===== src/rtl/pixel_substitution_if.sv =====
// Pixel-in / cipher-out stream bundle for pixel_substitution.
// master = pixel source and cipher sink, slave = the substitution block.
interface pixel_substitution_if;
    logic       pix_valid;
    logic [7:0] pix_data;
    logic       pix_last;
    logic [7:0] key_byte;
    logic       pix_ready;
    logic       cipher_valid;
    logic [7:0] cipher_data;
    logic       cipher_last;
    logic       cipher_ready;

    modport master (
        output pix_valid, pix_data, pix_last, key_byte, cipher_ready,
        input  pix_ready, cipher_valid, cipher_data, cipher_last
    );

    modport slave (
        input  pix_valid, pix_data, pix_last, key_byte, cipher_ready,
        output pix_ready, cipher_valid, cipher_data, cipher_last
    );
endinterface


===== src/rtl/pixel_substitution.sv =====
// Chained S-box pixel substitution: cipher = S[pixel ^ key] ^ prev.
// The table is filled in LOAD and frozen once RUN is entered.
module pixel_substitution #(
    parameter logic [7:0] IV = 8'hA5
) (
    input  logic                     clk,
    input  logic                     rst,
    input  logic                     sbox_wr_en,
    input  logic [7:0]               sbox_wr_addr,
    input  logic [7:0]               sbox_wr_data,
    input  logic                     done_sbox,
    pixel_substitution_if.slave      bus,
    output logic                     running,
    output logic                     frame_done,
    output logic [15:0]              pix_count
);
    typedef enum logic {LOAD, RUN} state_t;

    state_t      state;
    state_t      state_nxt;
    logic [7:0]  sbox [256];
    logic [7:0]  prev;
    logic [7:0]  cipher_nxt;
    logic        accept;
    logic        c_valid;
    logic [7:0]  c_data;
    logic        c_last;

    assign running          = (state == RUN);
    assign bus.pix_ready    = running & (~c_valid | bus.cipher_ready);
    assign accept           = bus.pix_valid & bus.pix_ready;
    assign cipher_nxt       = sbox[bus.pix_data ^ bus.key_byte] ^ prev;
    assign bus.cipher_valid = c_valid;
    assign bus.cipher_data  = c_data;
    assign bus.cipher_last  = c_last;

    // State register; reset always returns to table loading.
    always_ff @(posedge clk) begin
        if (!rst) begin
            state <= LOAD;
        end else begin
            state <= state_nxt;
        end
    end

    // Next state: leave LOAD once the generator is done, RUN is sticky.
    always_comb begin
        state_nxt = state;
        unique case (state)
            LOAD: if (done_sbox) state_nxt = RUN;
            RUN:  state_nxt = RUN;
        endcase
    end

    // S-box table write port, open only while loading; not reset.
    always_ff @(posedge clk) begin
        if (state == LOAD && sbox_wr_en) begin
            sbox[sbox_wr_addr] <= sbox_wr_data;
        end
    end

    // Cipher output register, chaining value, pixel counter, frame pulse.
    always_ff @(posedge clk) begin
        if (!rst) begin
            c_valid    <= 1'b0;
            c_data     <= 8'h00;
            c_last     <= 1'b0;
            prev       <= IV;
            pix_count  <= 16'h0000;
            frame_done <= 1'b0;
        end else begin
            frame_done <= c_valid & bus.cipher_ready & c_last;
            if (accept) begin
                c_valid   <= 1'b1;
                c_data    <= cipher_nxt;
                c_last    <= bus.pix_last;
                prev      <= bus.pix_last ? IV : cipher_nxt;
                pix_count <= bus.pix_last ? 16'h0000 : pix_count + 16'd1;
            end else if (bus.cipher_ready) begin
                c_valid <= 1'b0;
            end
        end
    end
endmodule


===== src/flat_wrapper.sv =====
// flat-port wrapper written by rule: the top's interface ports become plain ports
module pixel_substitution_flat 
#(
    parameter logic [7:0] IV = 8'hA5
)
  (clk, rst, sbox_wr_en, sbox_wr_addr, sbox_wr_data, done_sbox, running, frame_done, pix_count, bus_pix_valid, bus_pix_data, bus_pix_last, bus_key_byte, bus_cipher_ready, bus_pix_ready, bus_cipher_valid, bus_cipher_data, bus_cipher_last);
  pixel_substitution_if bus_i ();
  input  logic clk;
  input  logic rst;
  input  logic sbox_wr_en;
  input  logic [7:0] sbox_wr_addr;
  input  logic [7:0] sbox_wr_data;
  input  logic done_sbox;
  output logic running;
  output logic frame_done;
  output logic [15:0] pix_count;
  input wire logic [$bits(bus_i.pix_valid)-1:0] bus_pix_valid;
  input wire logic [$bits(bus_i.pix_data)-1:0] bus_pix_data;
  input wire logic [$bits(bus_i.pix_last)-1:0] bus_pix_last;
  input wire logic [$bits(bus_i.key_byte)-1:0] bus_key_byte;
  input wire logic [$bits(bus_i.cipher_ready)-1:0] bus_cipher_ready;
  output wire logic [$bits(bus_i.pix_ready)-1:0] bus_pix_ready;
  output wire logic [$bits(bus_i.cipher_valid)-1:0] bus_cipher_valid;
  output wire logic [$bits(bus_i.cipher_data)-1:0] bus_cipher_data;
  output wire logic [$bits(bus_i.cipher_last)-1:0] bus_cipher_last;
  assign bus_i.pix_valid = bus_pix_valid;
  assign bus_i.pix_data = bus_pix_data;
  assign bus_i.pix_last = bus_pix_last;
  assign bus_i.key_byte = bus_key_byte;
  assign bus_i.cipher_ready = bus_cipher_ready;
  assign bus_pix_ready = bus_i.pix_ready;
  assign bus_cipher_valid = bus_i.cipher_valid;
  assign bus_cipher_data = bus_i.cipher_data;
  assign bus_cipher_last = bus_i.cipher_last;
  pixel_substitution #(.IV(IV)) u_core (.clk(clk), .rst(rst), .sbox_wr_en(sbox_wr_en), .sbox_wr_addr(sbox_wr_addr), .sbox_wr_data(sbox_wr_data), .done_sbox(done_sbox), .bus(bus_i), .running(running), .frame_done(frame_done), .pix_count(pix_count));
endmodule

===== config.mk =====
export PLATFORM = sky130hd
export DESIGN_NAME = pixel_substitution_flat
export DESIGN_NICKNAME = d
export VERILOG_FILES = /design/src/rtl/pixel_substitution_if.sv /design/src/rtl/pixel_substitution.sv /design/src/flat_wrapper.sv
export SDC_FILE = /design/constraint.sdc
export NUM_CORES = 2
export LEC_CHECK = 0
export BUFFER_PORTS_ARGS = -buffer_cell sky130_fd_sc_hd__buf_2
export CORE_MARGIN = 10
export CORE_UTILIZATION = 55
export CTS_CLUSTER_DIAMETER = 80
export DETAILED_ROUTE_END_ITERATION = 6
export GPL_ROUTABILITY_DRIVEN = 0
export GPL_TIMING_DRIVEN = 0
export PLACE_DENSITY = 0.77
export SLEW_MARGIN = 0
export SYNTH_ARGS = -nofsm -noshare
export SYNTH_HDL_FRONTEND = slang
export SYNTH_SLANG_ARGS = --single-unit

===== constraint.sdc =====
create_clock -name clk -period 6.17 [get_ports clk]
set_clock_uncertainty 0.1 [all_clocks]
set_input_delay 0.617 -clock clk [delete_from_list [all_inputs] [get_ports clk]]
set_output_delay 0.617 -clock clk [all_outputs]
set_load 0.01 [all_outputs]

==> qor.yml <==
status:
  status: "complete, but fails checks"
  violations: "design-rule violations, max-capacitance violations, max-slew violations"
detailed_routing:
  vias_per_cell: 6.818
  totalWireLength_mm: 240.6
  dr.first_iter.drc_count: 8449
  dr.pass1.iters: 7
  drcViolationCount: 92
  drtAntennaViolNets: 0
  num_vias: 46180
  wl_per_cell_um: 35.53
layout:
  drive_gt1_share_pct: 13.63
  final_common_cell: "edfxtp_1"
  post-route-util_pct: 61.75
  area_delta_synth_final_pct: 11.76
  layout_common_cells: "edfxtp_1, mux2i_1, o22ai_1"
  design_area_sq_um: 90960
  nets: 4705
power:
  p_seq_share_pct: 51.7
  power_frac_comb_pct: 9.3
  switchingPower_mw: 7.174
  clkPwrFrac_pct: 39.1
  p_sw_share_pct: 23.81
  power_mw: 30.13
  ir_worst_vdd_mv: 0.3553
  p_int_mw: 22.95
  p_leak_nw: 30.12
  p_per_area_nw_per_um2: 331.2
clocking:
  clk_latency_ns: 0.88
  post_cts_buffers: 0
  path_clk_slew_ns: 0.06
  tritoncts: "yes"
  cts_sinks: 2084
  cts-root-buf: "clkbuf_16"
  numCtsBuffers: 192
  htreeDepth: 4
  clockBufferDepth: 3
yosys:
  ys_seq_elements: 2084
  synth_largest_area_cell: "edfxtp_1"
  synth_nets: 4426
  syn-cell-area_sq_um: 81390
  netlist.area_leader.share_pct: 75.56
  netlist_top_cells_area: "edfxtp_1, mux2i_1, mux4_2"
  ys_warn_count: 0
  syn_avg_cell_area_sq_um: 18.56
  synth.distinct_cells: 44
  ys_seq_area_share_pct: 76.45
  synth_cells: 4386
grt:
  gr-total-overflow: 0
  antenna_found_initial: 11
  track_usage_pct: 28.82
  grt_max_degree: 157
  grt_pass1_wl_mm: 330.6
  grt_pass1_vias: 43330
critical_path:
  path_cells: "buf_2 > xnor2_1 > nand3_1 > buf_2 > buf_1 > o22ai_1 > o41ai_1 > nand3_1 > nor3_1 > or3_1 > o211ai_1"
  end_kind: "flip-flop"
  slowest_stage: "o41ai_1"
  cp.arrival_ns: 6.56
  critical_path_class: "in2reg"
  cp.required_ns: 6.78
  critPathMaxStageDelay_ns: 1.39
  start_kind: "input pin"
  cp_max_fo: 10
floorplan:
  coreArea_sq_um: 147300
  dieArea_sq_um: 163800
  io-pin-count: 68
  dieWidth_um: 404.7
  fp-row-count: 141
  dieHeight_um: 404.7
  start_util_pct: 55.25
timing:
  relSlewSlack_pct: -12.56
  worst_slack_ns: 0.2186
  period_share_pct: 96.46
  slew_violations: 12
  fmax_mhz: 168.0
  holdWs_ns: 0.07108
  finalSetupViolCount: 0
  tightest_slew_ns: 1.667
  hold_viol_final: 0
  rsz0062_at_grt: "false"
  period_needed_ns: 5.951
placed_design:
  io_buffer_count: 61
  dp_hpwl_mm: 159.6
  dpl_cell_area_sq_um: 84650
  pre_cts_ws_ns: -0.1261
flow_run:
  maxCapViolCount: 6
worst_hold_path:
  hold_path.class: "in2reg"
==> area by class of cell <==
class	count	area, sq um
inverters	5	18.77
well taps	1930	2415
repair buffers	85	858.3
diodes	15	37.54
clock buffers	242	5034
clock inverters	115	1140
flip-flops and latches	2084	62220
fillers	9901	56350
plain buffers	272	1962
multi-input cells	2025	17280
==> cells by family after synthesis <==
| family | count (synthesis) | synth area share (%) |
|---|---|---|
| flip-flops | 2084 | 76.45 |
| XOR/XNOR | 25 | 0.3013 |
| buffers and inverters | 277 | 2.409 |
| multiplexers | 896 | 12.99 |
| AND/OR/NAND/NOR | 477 | 2.570 |
| AO/OA/AOI/OAI | 626 | 5.267 |
| adder cells (fa/ha/maj) | 1 | 0.01537 |
==> stage by stage <==
stage	setup TNS (ns)	std cells
floorplan	0	4386
global placement	-0.5932	6377
detailed placement	-0.3526	6394
CTS	0	6754
global route	0	6761
finish	0	6773
==> cell usage after synthesis (all sizes together) <==
master and count:
nand4 46, buf 167, dfxtp 36, xnor2 9, a211oi 4, and3 4, clkbuf 105, and2 5
inv 5, and4 1, o41ai 96, nor3 9, edfxtp 2048, o311ai 4, nand2b 1, o21ai 15
o211ai 4, a21oi 28, nor4 4, or3 11, ha 1, nand2 43, a31oi 4, a22o 16
o211a 4, o22a 8, nand3 44, a21boi 2, xor2 16, mux2i 768, nor2b 13, mux4 128
or3b 4, a22oi 48, nor2 292, o22ai 388, o21a 5
==> registers in the layout (all words and copies together) (netlist names) <==
signal	cells
u_core.sbox	2048
u_core.pix_count	16
u_core.bus.cipher_data	8
u_core.prev	8
u_core.bus.cipher_last	1
u_core.bus.cipher_valid	1
u_core.frame_done	1
u_core.running	1
==> per-layer routing <==
metal	track usage [%]	up-vias	wire, um
met5	0.2338	-	117
met3	11.04	742	37020
met2	41.85	3968	104400
met4	16.71	12	16940
met1	37.04	23000	82200
li1	-	18460	-
==> worst paths after layout <==
| check | to | slack (ns) | cells after the start | from |
|---|---|---|---|---|
| worst max-delay path | u_core.prev[4] | 0.22 | 11 | bus_pix_data[3] |
| worst min-delay path | u_core.bus.cipher_data[1] | 0.07 | 4 | bus_pix_valid |
| worst max register to register | u_core.prev[4] | 1.50 | 7 | u_core.sbox[95][4] |
| worst min register to register | u_core.bus.cipher_last | 0.40 | 2 | u_core.bus.cipher_last |
==> power groups by stage <==
stage	Clock [mW]	Combinational, mW	Sequential [mW]
6_report	11.8	2.79	15.6
5_1_grt	12.3	2.80	15.6
4_1_cts	11.7	2.66	15.6
3_5_place_dp	0	2.64	15.9
3_3_place_gp	0	2.56	15.9
2_1_floorplan	0	1.43	15.9
==> repair_timing <==
item	4_1_cts	5_1_grt
resized for setup	0	0
endpoints found under the hold margin	23	0
hold buffers	3	0
endpoints found under the setup margin	0	0
==> critical path, delay by kind of cell <==
kind	cells	cell delay [ns]
xor+xnor	1	0.32
compound gates	3	1.70
buf+inv	3	1.20
simple gates	4	2.70
Note: power is estimated with default switching activity, not from simulation.
